File: config.mk
export PLATFORM = sky130hd
export DESIGN_NAME = rs232_tx_arbiter
export DESIGN_NICKNAME = d
export VERILOG_FILES = /design/src/rtl/rs232_tx_arbiter.sv
export SDC_FILE = /design/constraint.sdc
export NUM_CORES = 1
export LEC_CHECK = 0
export BUFFER_PORTS_ARGS = -buffer_cell sky130_fd_sc_hd__buf_2
export CORE_MARGIN = 1.5
export CORE_UTILIZATION = 60
export CTS_CLUSTER_SIZE = 25
export DETAILED_ROUTE_END_ITERATION = 10
export GPL_ROUTABILITY_DRIVEN = 1
export PLACE_DENSITY = 0.86
export SLEW_MARGIN = 20
export SYNTH_ARGS = -nofsm -noshare
export SYNTH_HDL_FRONTEND = slang
export SYNTH_SLANG_ARGS = --single-unit
File: constraint.sdc
create_clock -name clk -period 6.7 [get_ports clk]
set_clock_uncertainty 0.15 [all_clocks]
set_input_delay 0.67 -clock clk [delete_from_list [all_inputs] [get_ports clk]]
set_output_delay 0.67 -clock clk [all_outputs]
set_load 0.01 [all_outputs]
File: src/rtl/rs232_tx_arbiter.sv
// Round-robin arbiter sharing one rs232send transmitter between N_REQ byte producers.
// Latency: grant one edge after req is seen in IDLE, start_send one cycle later, then a full frame hold-off.
// Backpressure: requesters hold req until granted; busy covers grant through the end of the frame hold-off.
module rs232_tx_arbiter #(
  parameter int N_REQ        = 4,
  parameter int CLKS_PER_BIT = 868,
  parameter int FRAME_BITS   = 10,
  parameter int GAP_CLKS     = 0
) (
  input  logic               clk,
  input  logic               rst,
  input  logic [N_REQ-1:0]   req,
  input  logic [8*N_REQ-1:0] req_data,
  output logic [N_REQ-1:0]   grant,
  output logic [2:0]         cur_src,
  output logic               busy,
  output logic [7:0]         data,
  output logic               start_send
);

  localparam int FRAME_CLKS = CLKS_PER_BIT * FRAME_BITS + GAP_CLKS;
  localparam int CW         = (FRAME_CLKS > 1) ? $clog2(FRAME_CLKS) : 1;
  localparam logic [CW-1:0] CNT_LOAD = CW'(FRAME_CLKS - 1);

  typedef enum logic [1:0] {
    S_IDLE,
    S_SETUP,
    S_FIRE,
    S_WAIT
  } state_t;

  state_t             state_q;
  logic [CW-1:0]      cnt_q;
  logic [2:0]         ptr_q;
  logic [N_REQ-1:0]   grant_q;
  logic [2:0]         cur_src_q;
  logic               busy_q;
  logic [7:0]         data_q;
  logic               start_q;

  // Zero-extended copies so a 3-bit index always selects legally.
  logic [7:0]         req_ext;
  logic [63:0]        data_ext;
  logic [3:0]         idx_w;
  logic [3:0]         ptr_inc;
  logic               sel_vld_d;
  logic [2:0]         sel_idx_d;
  logic [2:0]         ptr_d;
  logic [N_REQ-1:0]   grant_d;
  logic [7:0]         data_d;

  assign req_ext  = 8'(req);
  assign data_ext = 64'(req_data);

  // Pick the first active requester at or after the round-robin pointer.
  always_comb begin
    sel_vld_d = 1'b0;
    sel_idx_d = 3'd0;
    idx_w     = 4'd0;
    // Scan from the far end so the closest candidate to ptr wins last.
    for (int k = N_REQ - 1; k >= 0; k--) begin
      idx_w = {1'b0, ptr_q} + 4'(k);
      if (idx_w >= 4'(N_REQ)) begin
        idx_w = idx_w - 4'(N_REQ);
      end
      if (req_ext[idx_w[2:0]]) begin
        sel_vld_d = 1'b1;
        sel_idx_d = idx_w[2:0];
      end
    end
    ptr_inc = {1'b0, sel_idx_d} + 4'd1;
    ptr_d   = (ptr_inc >= 4'(N_REQ)) ? 3'd0 : ptr_inc[2:0];
    grant_d = {{(N_REQ-1){1'b0}}, 1'b1} << sel_idx_d;
    data_d  = data_ext[{sel_idx_d, 3'b000} +: 8];
  end

  // Arbitration and frame pacing FSM with registered outputs.
  always_ff @(posedge clk or posedge rst) begin
    if (rst) begin
      state_q   <= S_IDLE;
      cnt_q     <= '0;
      ptr_q     <= 3'd0;
      grant_q   <= '0;
      cur_src_q <= 3'd0;
      busy_q    <= 1'b0;
      data_q    <= 8'd0;
      start_q   <= 1'b0;
    end else begin
      case (state_q)
        S_IDLE: begin
          if (sel_vld_d) begin
            grant_q   <= grant_d;
            data_q    <= data_d;
            cur_src_q <= sel_idx_d;
            busy_q    <= 1'b1;
            ptr_q     <= ptr_d;
            state_q   <= S_SETUP;
          end
        end
        // data has now been stable for a full cycle; fire the start pulse.
        S_SETUP: begin
          grant_q <= '0;
          start_q <= 1'b1;
          state_q <= S_FIRE;
        end
        S_FIRE: begin
          start_q <= 1'b0;
          cnt_q   <= CNT_LOAD;
          state_q <= S_WAIT;
        end
        // rs232send has no busy flag, so the frame time is counted here.
        S_WAIT: begin
          if (cnt_q == '0) begin
            busy_q  <= 1'b0;
            state_q <= S_IDLE;
          end else begin
            cnt_q <= cnt_q - CW'(1);
          end
        end
        default: state_q <= S_IDLE;
      endcase
    end
  end

  assign grant      = grant_q;
  assign cur_src    = cur_src_q;
  assign busy       = busy_q;
  assign data       = data_q;
  assign start_send = start_q;

endmodule

==> Implementation_results.wiki, run 1 <==
{| class="wikitable"
! Metric !! Value
|-
| # DRC || 0
|-
| # Post-CTS Setup Buffers || 0
|-
| Count of warnings emitted by yosys || 0
|-
| Starting density of the core || 63.2%
|-
| RR Startpoint || ptr_q[1]
|-
| Per-cell via count in the routed design || 6.81
|-
| Worst Hold Margin || 0.305 ns
|-
| Worst setup slack for register-to-register paths || 2.78 ns
|-
| RSZ-0062 raised after global routing || no
|-
| TritonCTS clock tree || yes
|-
| Die Width || 70.9 um
|-
| Path depth of the worst reg2reg path || 10
|-
| Summed area of non-filler cells in the final layout || 0.00313 mm2
|-
| Hold Vio Cnt, Final || 0
|-
| Worst path setup slack after routing || 2.78 ns
|-
| Net count, final || 396
|-
| Fraction of the yosys area taken by sequential cells || 32.5%
|-
| Residual antenna-violating net count after detailed routing || 0
|-
| Reg2reg end || ptr_q[1]
|-
| Outcome || finished clean
|-
| Vias in the first global route || 2462
|-
| Endpoint kind of the worst setup timing path || flop
|-
| Leading cell types in the layout, fill and taps excluded || a211oi_1, buf_2, inv_1
|-
| Seq cells post-synth || 36
|-
| Final min period || 3.92 ns
|-
| Core utilization of the finished layout || 71.4%
|-
| Htree depth || 2
|-
| Post-layout total power || 464 uW
|-
| Number of buffers inserted during clock tree synthesis || 5
|-
| Final setup violation count || 0
|-
| Synth Cell Area || 0.00277 mm2
|-
| Setup crit start || ptr_q[1]
|-
| Number of distinct library cells after synthesis || 57
|-
| Data arrival, critical path || 3.96 ns
|-
| Post-DR wirelength/cell || 18.0 um
|-
| Total power per unit cell area || 148 mW/mm2
|-
| Clock latency on the worst-skew pair || 0.30 ns
|-
| Largest voltage drop on the vdd net || 0.148 mV
|-
| CTS clk-pin slew, worst paths || 0.07 ns
|-
| Clock tree buffer depth || 2
|-
| Total number of placement rows || 24
|-
| Port bufs || 54
|-
| Commonest non-fill, non-tap cell in the layout || a211oi_1
|-
| Hold buffers post-CTS || 0
|-
| Max FO, Critical Path || 21
|-
| Net count of the mapped netlist || 353
|-
| Largest area contributor in the netlist || dfrtp_1
|-
| Final cycle utilization of the critical path || 58.5%
|-
| Placed cell count || 390
|-
| Die Height || 70.9 um
|-
| Number of fillers in the final layout || 327
|-
| Setup tns final || 0 ns
|-
| Via count || 2722
|-
| Most used flip-flop cell after synthesis || dfrtp_1
|-
| Top-Level Pins || 55
|-
| Share of layout cells above drive strength 1 || 26.4%
|-
| First-pass detailed-route iteration total || 5
|-
| Worst-Margin Slew || 1.01 ns
|-
| Required time of the critical path || 6.75 ns
|-
| Area of the die || 0.00503 mm2
|-
| Post-route insts no fill || 400
|-
| Leakage power summed over all cells || 1.44 nW
|-
| Starting DRT DRC Count || 292
|-
| Total congestion overflow || 0
|-
| Category of the worst setup path launch point || flop
|-
| Hpwl dp || 4970 um
|-
| Initial antenna violation count || 0
|-
| Root buffer selected by CTS || clkbuf_8
|-
| Worst Path Class, Setup || reg2reg
|-
| Post-place instance area || 0.00301 mm2
|-
| Share of synthesized flip-flops with an asynchronous set or reset || 100%
|-
| First-pass GRT wire length || 11700 um
|-
| Number of instances in the synthesized netlist || 304
|-
| Final GP Congestion || 0.902
|-
| Area share of the largest cell type after synthesis || 32.5%
|-
| Max_cap viols || 0
|-
| Max Transition Viols Final || 0
|-
| Clk sink count || 36
|-
| Hold/Removal Path Class || in2async
|-
| Post-synth EDFFs || 0
|-
| Area of the placeable core || 0.00438 mm2
|-
| Routed wire length || 7200 um
|-
| Count of instances resized after the clock tree is built || 0
|-
| Minimum setup slack after placement || 2.83 ns
|-
| Number of diodes added for antenna fixing || 0
|-
| Overall fraction of global-route tracks in use || 29.1%
|-
| Area growth, synth to finish || 13.1%
|-
| Post-Syn Area per Cell || 9.11 um2
|-
| Largest net degree at the start of global routing || 37
|-
| Normalized max-slew margin || 32.3%
|-
| Upper clock frequency limit || 255 MHz
|-
| Leading post-synthesis cells by cell area || dfrtp_1, a211oi_1, inv_1
|}
how the worst max path moves through the flow:
stage	end	slack, ns	cells after the start
finish	ptr_q[1]	2.78	10
global route	ptr_q[1]	2.51	10
CTS	ptr_q[1]	2.77	9
detailed placement	ptr_q[1]	2.83	9
global placement	ptr_q[1]	2.98	9
floorplan	ptr_q[1]	3.45	12
cell usage after synthesis, drive strengths merged, types with 2 or more instances:
master / n
clkbuf: 9
buf: 12
o21ai: 11
and2: 6
nand3: 4
or4b: 2
o41ai: 2
nand2: 18
inv: 42
or3: 9
nor2b: 2
a211oi: 64
a22o: 4
o2111ai: 2
o221ai: 8
a221o: 2
a21oi: 10
mux2i: 4
ha: 11
mux4: 3
xor2: 2
or4: 6
dfrtp: 36
o31a: 2
mux2: 4
o31ai: 6
nor2: 7
o211ai: 2
worst max-delay path: stages (launching register included):
cell and delay [ns]:
dfrtp_1 0.54, clkinv_1 0.31, ha_1 0.50, mux4_2 0.52, o31a_2 0.27, a222oi_1 0.52
or3_1 0.26, inv_1 0.09, ha_1 0.23, or3_1 0.34, o21ai_0 0.10
routing by layer:
layer  global-route usage, %  vias to the layer above  part of all wire (%)  wire [um]
met1                    38.1                     1309                    41       2940
met2                    48.9                      135                    50       3630
met5                       0                        -                     0          0
met3                    4.99                       25                   6.4        458
met4                    10.3                        0                   2.4        174
li1                        -                     1253                     -          -
sequential cells by signal (all words and copies together) (netlist names):
register and count:
start_send 1, cnt_q 14, busy 1, grant 4
data 8, ptr_q 3, state_q 2, cur_src 3
where the power goes:
| part | internal [mW] | switching (mW) | total [mW] |
|---|---|---|---|
| logic | 0.0223 | 0.0328 | 0.0551 |
| registers | 0.217 | 0 | 0.217 |
| clock network | 0.110 | 0.0816 | 0.192 |
cell families after synthesis:
family	Yosys count	share of synthesized area (%)
fa+ha+maj	11	4.97
flops	36	32.5
compound gates	120	33.7
xor+xnor	2	0.632
simple gates	60	12.7
buf+inv	64	9.71
mux	11	5.78
area by class of cell:
cell class,instances,area (um2),share of cell area [%]
multi-input cells,204,1600,51.2
flip-flops and latches,36,901,28.8
repair buffers,57,293,9.35
inverters,43,161,5.15
clock buffers,6,72.6,2.32
well taps,52,65.1,2.08
clock inverters,2,35.0,1.12
No activity file was read; power rests on OpenSTA's default activity.
==> run 2, diff against run 1 <==
--- a/config.mk
+++ b/config.mk
@@ -7,11 +7,11 @@
 export LEC_CHECK = 0
 export BUFFER_PORTS_ARGS = -buffer_cell sky130_fd_sc_hd__buf_2
 export CORE_MARGIN = 1.5
-export CORE_UTILIZATION = 60
+export CORE_UTILIZATION = 56
 export CTS_CLUSTER_SIZE = 25
 export DETAILED_ROUTE_END_ITERATION = 10
 export GPL_ROUTABILITY_DRIVEN = 1
-export PLACE_DENSITY = 0.86
+export PLACE_DENSITY = 0.81
 export SLEW_MARGIN = 20
 export SYNTH_ARGS = -nofsm -noshare
 export SYNTH_HDL_FRONTEND = slang
==> constraint.sdc (replaced) <==
create_clock -name clk -period 3.9 [get_ports clk]
set_clock_uncertainty 0.15 [all_clocks]
set_input_delay 0.39 -clock clk [delete_from_list [all_inputs] [get_ports clk]]
set_output_delay 0.39 -clock clk [all_outputs]
set_load 0.01 [all_outputs]
==> Implementation_results.wiki, run 2 (synthesis gave the netlist of run 1 again) <==
{| class="wikitable"
! Metric !! Value
|-
| Outcome || finished clean
|-
| Largest voltage drop on the vdd net || 0.191 mV
|-
| Htree depth || 2
|-
| Clock tree buffer depth || 2
|-
| Hold Vio Cnt, Final || 0
|-
| Clock latency on the worst-skew pair || 0.29 ns
|-
| Root buffer selected by CTS || clkbuf_8
|-
| First-pass GRT wire length || 10800 um
|-
| Top-Level Pins || 55
|-
| Data arrival, critical path || 3.61 ns
|-
| Starting DRT DRC Count || 231
|-
| TritonCTS clock tree || yes
|-
| Worst-Margin Slew || 0.959 ns
|-
| Fraction of power consumed by combinational cells || 12.5%
|-
| Required time of the critical path || 3.95 ns
|-
| CTS clk-pin slew, worst paths || 0.07 ns
|-
| Die Width || 73.3 um
|-
| Total number of placement rows || 25
|-
| Hold buffers post-CTS || 0
|-
| Number of diodes added for antenna fixing || 0
|-
| Residual antenna-violating net count after detailed routing || 0
|-
| Final GP Congestion || 0.874
|-
| Hold/Removal Path Class || in2async
|-
| Register share of total power || 50.1%
|-
| Worst Path Class, Setup || reg2reg
|-
| Post-DR wirelength/cell || 15.5 um
|-
| Clock power share || 37.4%
|-
| Overall fraction of global-route tracks in use || 25.5%
|-
| Per-cell via count in the routed design || 6.15
|-
| Path depth of the worst reg2reg path || 10
|-
| Port bufs || 54
|-
| Net count, final || 401
|-
| Power dissipated by switching net loads || 191 uW
|-
| Number of buffers inserted during clock tree synthesis || 5
|-
| Final min period || 3.56 ns
|-
| Internal portion of total power || 553 uW
|-
| Leading cell types in the layout, fill and taps excluded || a211oi_1, buf_2, inv_1
|-
| Hpwl dp || 4760 um
|-
| Category of the worst setup path launch point || flop
|-
| # DRC || 0
|-
| Leakage power summed over all cells || 1.46 nW
|-
| Share of layout cells above drive strength 1 || 27.5%
|-
| Count of instances resized after the clock tree is built || 0
|-
| Area of the die || 0.00538 mm2
|-
| Starting density of the core || 58.3%
|-
| Die Height || 73.3 um
|-
| RSZ-0062 raised after global routing || no
|-
| Total congestion overflow || 0
|-
| Setup tns final || 0 ns
|-
| Total power per unit cell area || 235 mW/mm2
|-
| Via count || 2582
|-
| Worst Hold Margin || 0.0833 ns
|-
| Upper clock frequency limit || 281 MHz
|-
| Register containing the most flip-flops in the final layout || cnt_q
|-
| Max FO, Critical Path || 10
|-
| Largest register FFs || 14
|-
| First-pass detailed-route iteration total || 4
|-
| Initial antenna violation count || 0
|-
| Routed wire length || 6510 um
|-
| Number of fillers in the final layout || 402
|-
| Area growth, synth to finish || 14.4%
|-
| Final cycle utilization of the critical path || 91.4%
|-
| Normalized max-slew margin || 35.5%
|-
| Worst setup slack for register-to-register paths || 0.34 ns
|-
| Area of the placeable core || 0.00475 mm2
|-
| Max_cap viols || 0
|-
| Reg2reg end || ptr_q[1]
|-
| RR Startpoint || ptr_q[1]
|-
| Vias in the first global route || 2347
|-
| Endpoint kind of the worst setup timing path || flop
|-
| Clk sink count || 36
|-
| Final setup violation count || 0
|-
| Commonest non-fill, non-tap cell in the layout || a211oi_1
|-
| Post-layout total power || 745 uW
|-
| Switching power share of the total || 25.7%
|-
| # Post-CTS Setup Buffers || 0
|-
| Largest net degree at the start of global routing || 21
|-
| Max Transition Viols Final || 0
|}
run 2: changes by cell type in the layout (fill, tap and decap cells not counted), sizes merged:
| cell | delta |
|---|---|
| bufinv | -1 |
| buf | +6 |
| clkbuf | -1 |
| clkinv | +1 |
run 2: worst max-delay path by stage:
stage,start,to,cells after the start
after floorplan,ptr_q[1],ptr_q[1],12
after global placement,ptr_q[1],ptr_q[1],10
after detailed placement,ptr_q[1],ptr_q[1],10
after CTS,ptr_q[1],ptr_q[1],10
after global routing,ptr_q[1],ptr_q[1],10
final,ptr_q[1],ptr_q[1],10
run 2: metal layers:
metal | track usage [%] | vias to the layer above | routed length (um)
li1 | - | 1259 | -
met1 | 35.3 | 1240 | 2980
met2 | 40.8 | 72 | 3160
met3 | 4.25 | 11 | 284
met4 | 8.44 | 0 | 86
met5 | 0 | - | 0
run 2: critical path, cell delays in order (launching register included):
cell and delay, ns:
dfrtp_1 0.52, clkinv_1 0.27, ha_1 0.48, mux4_2 0.53, o31a_2 0.14, a222oi_1 0.40
or3_1 0.23, inv_1 0.07, ha_1 0.23, or3_1 0.37, o21ai_0 0.09
run 2: layout make-up:
class,instances,area [um2],area share (%)
multi-input cells,204,1600,50.5
flip-flops and latches,36,901,28.4
repair buffers,62,330,10.4
inverters,43,161,5.09
well taps,67,83.8,2.65
clock buffers,6,82.6,2.61
clock inverters,2,10.0,0.316
run 2: metrics by stage:
step / area, um2 / util [%] / std cells / setup WS, ns
after floorplan: 2770 / - / 304 / 0.647
after global placement: 3080 / 64.7 / 412 / 0.475
after detailed placement: 3080 / 64.7 / 412 / 0.392
after CTS: 3170 / 66.7 / 420 / 0.356
after global routing: 3170 / 66.7 / 420 / 0.0474
final: 3170 / 66.7 / 420 / 0.337
run 2: power groups by stage:
| stage | sequential (mW) | clock, mW | combinational [mW] |
|---|---|---|---|
| floorplan | 0.380 | 0 | 0.0557 |
| global placement | 0.380 | 0 | 0.0906 |
| detailed placement | 0.380 | 0 | 0.0922 |
| CTS | 0.373 | 0.284 | 0.0928 |
| global route | 0.373 | 0.300 | 0.104 |
| finish | 0.373 | 0.278 | 0.0933 |
